$ cat src/rtl/csa_resolve.sv
// csa_resolve: resolves a carry-save (s, c) pair into binary s + (c << 1),
// adding CW bits per cycle so the carry chain stays short at large DW.
// Ports: clk, rst (sync, active-high); in_valid/in_ready, s, c (operand side);
//        out_valid/out_ready, sum[DW+1:0] (result side).
module csa_resolve #(
    parameter int DW = 8,
    parameter int CW = 4
) (
    input  logic          clk,
    input  logic          rst,
    input  logic          in_valid,
    output logic          in_ready,
    input  logic [DW-1:0] s,
    input  logic [DW-1:0] c,
    output logic          out_valid,
    input  logic          out_ready,
    output logic [DW+1:0] sum
);

    localparam int W    = DW + 2;
    localparam int N    = (W + CW - 1) / CW;
    localparam int CNTW = (N > 1) ? $clog2(N) : 1;
    localparam logic [CNTW-1:0] LAST = CNTW'(N - 1);

    typedef enum logic [1:0] {
        IDLE,
        BUSY,
        DONE
    } state_t;

    state_t          state;
    logic [W-1:0]    a_q;
    logic [W-1:0]    b_q;
    logic [W-1:0]    sum_q;
    logic [CNTW-1:0] cnt;
    logic            carry_q;

    int              base;
    logic [CW-1:0]   a_sl;
    logic [CW-1:0]   b_sl;
    logic [CW:0]     res;
    logic [W-1:0]    nxt;

    // Slice k lives at bit offset k*CW. Bits of the top slice that would
    // fall above W are shifted out, which acts as the zero padding.
    always_comb begin
        base = int'(cnt) * CW;
        a_sl = CW'(a_q >> base);
        b_sl = CW'(b_q >> base);
        res  = {1'b0, a_sl} + {1'b0, b_sl} + {{CW{1'b0}}, carry_q};
        nxt  = (sum_q & ~(W'({CW{1'b1}}) << base))
             | (W'(res[CW-1:0]) << base);
    end

    always_ff @(posedge clk) begin
        if (rst) begin
            state   <= IDLE;
            a_q     <= '0;
            b_q     <= '0;
            sum_q   <= '0;
            cnt     <= '0;
            carry_q <= 1'b0;
        end else begin
            unique case (state)
                IDLE: begin
                    if (in_valid) begin
                        a_q     <= {2'b00, s};
                        b_q     <= {1'b0, c, 1'b0};
                        cnt     <= '0;
                        carry_q <= 1'b0;
                        state   <= BUSY;
                    end
                end
                BUSY: begin
                    sum_q   <= nxt;
                    carry_q <= res[CW];
                    if (cnt == LAST) begin
                        state <= DONE;
                    end else begin
                        cnt <= cnt + 1'b1;
                    end
                end
                DONE: begin
                    if (out_ready) begin
                        state <= IDLE;
                    end
                end
                default: state <= IDLE;
            endcase
        end
    end

    assign in_ready  = (state == IDLE);
    assign out_valid = (state == DONE);
    assign sum       = sum_q;

endmodule

$ cat config.mk
export PLATFORM = sky130hd
export DESIGN_NAME = csa_resolve
export DESIGN_NICKNAME = d
export VERILOG_FILES = /design/src/rtl/csa_resolve.sv
export SDC_FILE = /design/constraint.sdc
export NUM_CORES = 1
export LEC_CHECK = 0
export BUFFER_PORTS_ARGS = -buffer_cell sky130_fd_sc_hd__buf_4
export CAP_MARGIN = 20
export CORE_ASPECT_RATIO = 0.7
export CORE_UTILIZATION = 45
export CTS_CLUSTER_SIZE = 12
export DETAILED_ROUTE_END_ITERATION = 16
export PLACE_DENSITY = 0.73
export SLEW_MARGIN = 20
export SYNTH_ARGS = -nofsm -noshare
export SYNTH_HDL_FRONTEND = slang
export SYNTH_SLANG_ARGS = --single-unit
$ cat constraint.sdc
create_clock -name clk -period 2.25 [get_ports clk]
set_input_delay 0.45 -clock clk [delete_from_list [all_inputs] [get_ports clk]]
set_output_delay 0.45 -clock clk [all_outputs]
set_load 0.02 [all_outputs]
==> flow_summary.json, run 1 <==
{
  "status": "complete, no violations",
  "combPwrFrac_pct": 16.8,
  "drc": 0,
  "ant_nets": 0,
  "min_from": "c[2]",
  "final_cell_count_no_fill": 245,
  "fin_ws_ps": 118,
  "drt_iter0_markers": 68,
  "netlist_area_sq_um": 1520,
  "drive_above_1_share_pct": 23.2,
  "clock_path_buffers": 2,
  "p_leak_nw": 0.783,
  "fin_skew_ps": 2.53,
  "ys_seq_area_share_pct": 40.8,
  "synth.avg_cell_area_sq_um": 8.69,
  "dr_total_vias": 1337,
  "crit_fanout": 7,
  "r2r_start": "cnt[1]",
  "finalNetCount": 234,
  "coreArea_sq_um": 3190,
  "crit_path_end_kind": "flop",
  "ys_top_cells_by_area": "dfxtp_1, nand2_1, a21oi_1",
  "drv_cap": 0,
  "track_usage_pct": 21.7,
  "min_period_ps": 2130,
  "worst_pin_slew_ps": 630,
  "dp_slack_ps": 96.0,
  "place_congestion": 0.835,
  "placedCellCount": 237,
  "first_pass_iters": 5,
  "rsz0062_at_grt": "false",
  "netlist_instances": 175,
  "grt_use_met3_pct": 5.22,
  "gr-usage-met2_pct": 34.4,
  "io_buffers": 31,
  "gr-total-overflow": 0,
  "io_pins": 32,
  "powerDensity_nw_per_um2": 696,
  "r2r.worst_path.cells": 8,
  "start_kind": "flop",
  "antenna_cells": 0,
  "ctsHoldBuffers": 0,
  "dp_hpwl_um": 2510,
  "crit_arrival_ps": 2290,
  "detail_route.wl_per_cell_um": 14.2,
  "intPower_uw": 955,
  "p_sw_share_pct": 26.4,
  "ys_ff_latch": 31,
  "cpLargestDelayFamily": "compound AO/OA/AOI/OAI gates",
  "slew_headroom_pct": 58.0,
  "grt_pass1_wl_um": 5980,
  "grt_pass1_vias": 1318,
  "worstSkewPairLatency_ps": 280,
  "fmax_mhz": 469,
  "syn-num-nets": 203,
  "critPathRequiredTime_ps": 2410,
  "vias_per_cell": 5.46,
  "htreeDepth": 2,
  "syn2layout_area_growth_pct": 22.6,
  "post_cts_buffers": 0,
  "p_switching_uw": 342,
  "yosys_warnings": 0,
  "tritoncts": "yes",
  "cp_slowest_cell": "dfxtp_1",
  "busiest_layer": "met2",
  "path_buf_inv": 2,
  "crit_path_cell_trace": "inv_1 -> a31oi_1 -> fa_1 -> inv_1 -> fa_1 -> a21o_1 -> a211oi_2 -> nor3_1",
  "worstSetupPathType": "reg -> reg",
  "setup_tns_ps": 0,
  "drv_slew": 0,
  "rrSetupSlack_ps": 120,
  "die-area_sq_um": 3620,
  "synth_top_area_share_pct": 40.8,
  "die_height_um": 50.6,
  "antenna_found_initial": 0,
  "path_clk_slew_ps": 60,
  "p_seq_share_pct": 46.5,
  "die_w_um": 71.5,
  "grtUsageMet1_pct": 27.8,
  "hold_viol": 0,
  "cts_root_buffer": "clkbuf_8",
  "post-route-period-util_pct": 94.7,
  "peakVddDrop_v": 0.000447,
  "hold_end": "b_q[3]",
  "start_util_pct": 47.6,
  "p_clk_share_pct": 36.8,
  "setup_viol": 0,
  "worst-path-stages": 8,
  "holdPathStages": 3,
  "synth_top_area_cell": "dfxtp_1",
  "num_rows": 17,
  "max_stage_delay_ps": 470,
  "hold_class": "in -> reg",
  "r2r_end": "carry_q",
  "ys_types": 34,
  "drt_wl_total_um": 3470,
  "cts-buffers-inserted": 5,
  "grt_max_degree": 34,
  "cts_sinks": 31
}
[worst min-delay path, delay by kind of cell]
kind	cells	cell delay (ps)
simple gates	1	40
buf+inv	1	110
compound gates	1	50
[how the worst max path moves through the flow]
stage / slack, ps / start / to
after floorplan: 60 / cnt[0] / carry_q
after global placement: 260 / cnt[0] / carry_q
after detailed placement: 100 / cnt[0] / carry_q
after CTS: 70 / cnt[0] / carry_q
after global routing: 10 / cnt[1] / carry_q
final: 120 / cnt[1] / carry_q
[layout make-up]
| class | instances | area, sq um |
|---|---|---|
| Clock buffer | 8 | 100 |
| Fill cell | 281 | 1330 |
| Inverter | 5 | 18.8 |
| Multi-Input combinational cell | 129 | 820 |
| Sequential cell | 31 | 622 |
| Tap cell | 38 | 47.5 |
| Timing Repair Buffer | 34 | 255 |
[cell families after synthesis]
group | synth area share [%]
and+or+nand+nor | 26.3
muxes | 4.69
buffers and inverters | 5.60
DFF | 40.8
adders and majority gates | 7.57
xor gates and xnor gates | 0.576
AOI/OAI and AO/OA | 14.4
[through the flow]
stage	total power [mW]	area, sq um	utilization (%)	hold WS (ps)
after floorplan	0.757	1520	-	432
after global placement	0.815	1760	55.1	440
after detailed placement	0.828	1760	55.1	452
after CTS	1.31	1860	58.2	409
after global routing	1.36	1860	58.4	416
final	1.30	1860	58.4	415
[cells in the mapped netlist]
| cell | count |
|---|---|
| a21o_1 | 1 |
| nand3b_1 | 7 |
| nor3b_4 | 1 |
| a31oi_1 | 1 |
| clkbuf_1 | 4 |
| nand2b_1 | 1 |
| nor2b_1 | 2 |
| nand2_1 | 37 |
| buf_2 | 2 |
| nor3_1 | 1 |
| nor4b_4 | 1 |
| and2b_1 | 1 |
| ha_1 | 6 |
| or3_1 | 1 |
| and3_1 | 1 |
| buf_4 | 1 |
| and4bb_2 | 1 |
| a22oi_1 | 6 |
| fa_1 | 2 |
| nand4_1 | 4 |
| mux2i_1 | 6 |
| nor2_1 | 15 |
| buf_6 | 3 |
| inv_1 | 5 |
| nand2b_4 | 1 |
| or3b_1 | 1 |
| xor2_1 | 1 |
| mux2_2 | 1 |
| a211oi_1 | 1 |
| o211ai_1 | 4 |
| and2_1 | 1 |
| dfxtp_1 | 31 |
| a21oi_1 | 23 |
| o21a_1 | 1 |
[timing repair]
action,CTS,global route
setup endpoints to repair,0,2
gates resized for setup,0,2
hold endpoints to repair,0,0
[power by group through the flow]
stage                     logic, mW  clock network [mW]  registers, mW
after CTS                     0.216               0.490          0.602
after floorplan               0.146                   0          0.611
after global placement        0.203                   0          0.612
after detailed placement      0.214                   0          0.614
final                         0.217               0.477          0.603
after global routing          0.241               0.517          0.606
[cell usage in the layout (no fill, tap or decap), types with 2 or more instances in the layout]
| cell | synthesis | layout |
|---|---|---|
| o211ai_1 | 4 | 4 |
| a21oi_1 | 23 | 23 |
| a22oi_1 | 6 | 6 |
| ha_1 | 6 | 6 |
| buf_4 | 1 | 34 |
| nand3b_1 | 7 | 7 |
| nor2b_1 | 2 | 2 |
| inv_1 | 5 | 5 |
| nor2_1 | 15 | 15 |
| nand4_1 | 4 | 4 |
| nand2_1 | 37 | 37 |
| dfxtp_1 | 31 | 30 |
| fa_1 | 2 | 2 |
| clkbuf_8 | 0 | 7 |
| mux2i_1 | 6 | 6 |
[state kept, by name, indices dropped and copies added (netlist names)]
register	cells
sum	10
b_q	8
a_q	8
cnt	2
carry_q	1
state	2
[per-layer routing]
metal  part of all wire (%)  routed length, um
met1                     46               1590
met2                     47               1620
met3                    5.0                174
met4                    2.4                 83
met5                      0                  0
Note: power is estimated with default switching activity, not from simulation.
==> run 2: changes to the inputs <==
MAX_ROUTING_LAYER = met4   (was unset)
REMOVE_ABC_BUFFERS = 1   (was unset)
==> run 2 against run 1 <==
- highest routed layer unchanged
- hold slack gained 5.2 ps
- die area unchanged
- total power fell by 7.4%
- worst setup slack better by 32 ps
- non-clock buffer count is the same
- core utilization down 0.78 points
- critical endpoint unchanged
==> flow_summary.json, run 2 (synthesis results as in run 1) <==
{
  "die-area_sq_um": 3620,
  "clock_path_buffers": 2,
  "track_usage_pct": 19.7,
  "min_period_ps": 2100,
  "cpLargestDelayFamily": "adder cells",
  "dp_slack_ps": 156,
  "grt_max_degree": 34,
  "holdPathStages": 3,
  "drv_slew": 0,
  "drc": 0,
  "post-route-period-util_pct": 93.3,
  "final_cell_count_no_fill": 243,
  "coreArea_sq_um": 3190,
  "die_w_um": 71.5,
  "io_buffers": 31,
  "slew_headroom_pct": 57.3,
  "cp_slowest_cell": "fa_1",
  "finalNetCount": 234,
  "antenna_cells": 0,
  "drv_cap": 0,
  "worstSetupPathType": "reg -> reg",
  "worstSkewPairLatency_ps": 270,
  "num_rows": 17,
  "cts-buffers-inserted": 5,
  "post_cts_buffers": 0,
  "crit_path_cell_trace": "inv_1 -> and3_1 -> a31oi_2 -> fa_2 -> inv_1 -> fa_1 -> a21o_1 -> a211oi_1 -> nor3_1",
  "first_pass_iters": 4,
  "grt_pass1_vias": 1190,
  "layout_commonest_cell": "nand2_1",
  "crit_arrival_ps": 2250,
  "setup_viol": 0,
  "htreeDepth": 2,
  "cp_common_cell": "inv_1",
  "p_leak_nw": 0.769,
  "drt_iter0_markers": 60,
  "tritoncts": "yes",
  "place_congestion": 0.938,
  "r2r.worst_path.cells": 9,
  "r2r_end": "carry_q",
  "vias_per_cell": 5.30,
  "start_util_pct": 47.6,
  "cts_sinks": 31,
  "dr_total_vias": 1289,
  "placedCellCount": 237,
  "largest_reg_flops": 10,
  "fmax_mhz": 476,
  "hold_end": "a_q[3]",
  "max_stage_delay_ps": 400,
  "detail_route.wl_per_cell_um": 12.9,
  "rsz0062_at_grt": "false",
  "r2r_start": "cnt[0]",
  "cts_root_buffer": "clkbuf_8",
  "ant_nets": 0,
  "layout_common_cells": "nand2_1, buf_4, dfxtp_1, a21oi_1, nor2_1",
  "cts.repair.resized": 0,
  "gr-total-overflow": 0,
  "grt_pass1_wl_um": 5260,
  "min_from": "s[3]",
  "powerDensity_nw_per_um2": 653,
  "crit_path_end_kind": "flop",
  "die_height_um": 50.6,
  "path_buf_inv": 2,
  "fin_skew_ps": 6.15,
  "worst_pin_slew_ps": 640,
  "path_clk_slew_ps": 60,
  "rrSetupSlack_ps": 150,
  "peakVddDrop_v": 0.000424,
  "dp_hpwl_um": 2230,
  "antenna_found_initial": 0,
  "p_total_mw": 1.20,
  "crit_fanout": 5,
  "syn2layout_area_growth_pct": 20.9,
  "drive_above_1_share_pct": 22.4,
  "fin_ws_ps": 150,
  "start_kind": "flop",
  "status": "complete, no violations",
  "ctsHoldBuffers": 0,
  "io_pins": 32,
  "hold_viol": 0,
  "drt_wl_total_um": 3120,
  "critPathRequiredTime_ps": 2400,
  "hold_class": "in -> reg"
}
[run 2: changes by cell type in the layout (fill, tap and decap cells not counted)]
cell,delta
dfxtp_1,+1
a31oi_1,-1
dfxtp_2,-1
a211oi_1,+1
fa_1,-1
a31oi_2,+1
clkbuf_8,-2
a211oi_2,-1
fa_2,+1
[run 2: worst max path at each step]
stage,startpoint,endpoint,slack [ps],cells after the start
after floorplan,cnt[0],carry_q,-70,9
after global placement,cnt[0],carry_q,260,9
after detailed placement,cnt[0],carry_q,160,9
after CTS,cnt[0],carry_q,130,9
after global routing,cnt[0],carry_q,50,9
final,cnt[0],carry_q,150,9
[run 2: tightest hold or removal path, delay by kind of cell]
kind	cells	cell delay (ps)
AND/OR/NAND/NOR	1	40
AO/OA/AOI/OAI	1	50
buffers and inverters	1	110
[run 2: power breakdown]
group          internal, mW  leakage, nW  total [mW]  switching (mW)
combinational        0.0956        0.478       0.211           0.115
sequential            0.579        0.253       0.601          0.0221
clock                 0.206       0.0371       0.389           0.184
total                 0.880        0.769        1.20           0.321
[run 2: layer usage]
layer	GRT usage, %	vias to the layer above	part of all wire, %
met5	-	-	0
met4	7.84	0	1.2
met3	5.42	6	5.4
met2	32.1	37	47
met1	23.4	588	47
li1	-	658	-
[run 2: through the flow]
stage	hold slack, ps	setup TNS (ps)	utilization, %	cell area, sq um
2_1_floorplan	426	-74.1	-	1450
3_3_place_gp	444	0	55.1	1760
3_5_place_dp	449	0	55.1	1760
4_1_cts	417	0	57.3	1830
5_1_grt	426	0	57.6	1840
6_report	420	0	57.6	1840
[run 2: final cells by class]
type / count / area, sq um
sequential: 31 / 621
clock buffer: 6 / 72.6
timing repair buffer: 34 / 255
tap: 38 / 47.5
inverter: 5 / 18.8
multi-input combinational: 129 / 823
fill: 309 / 1350
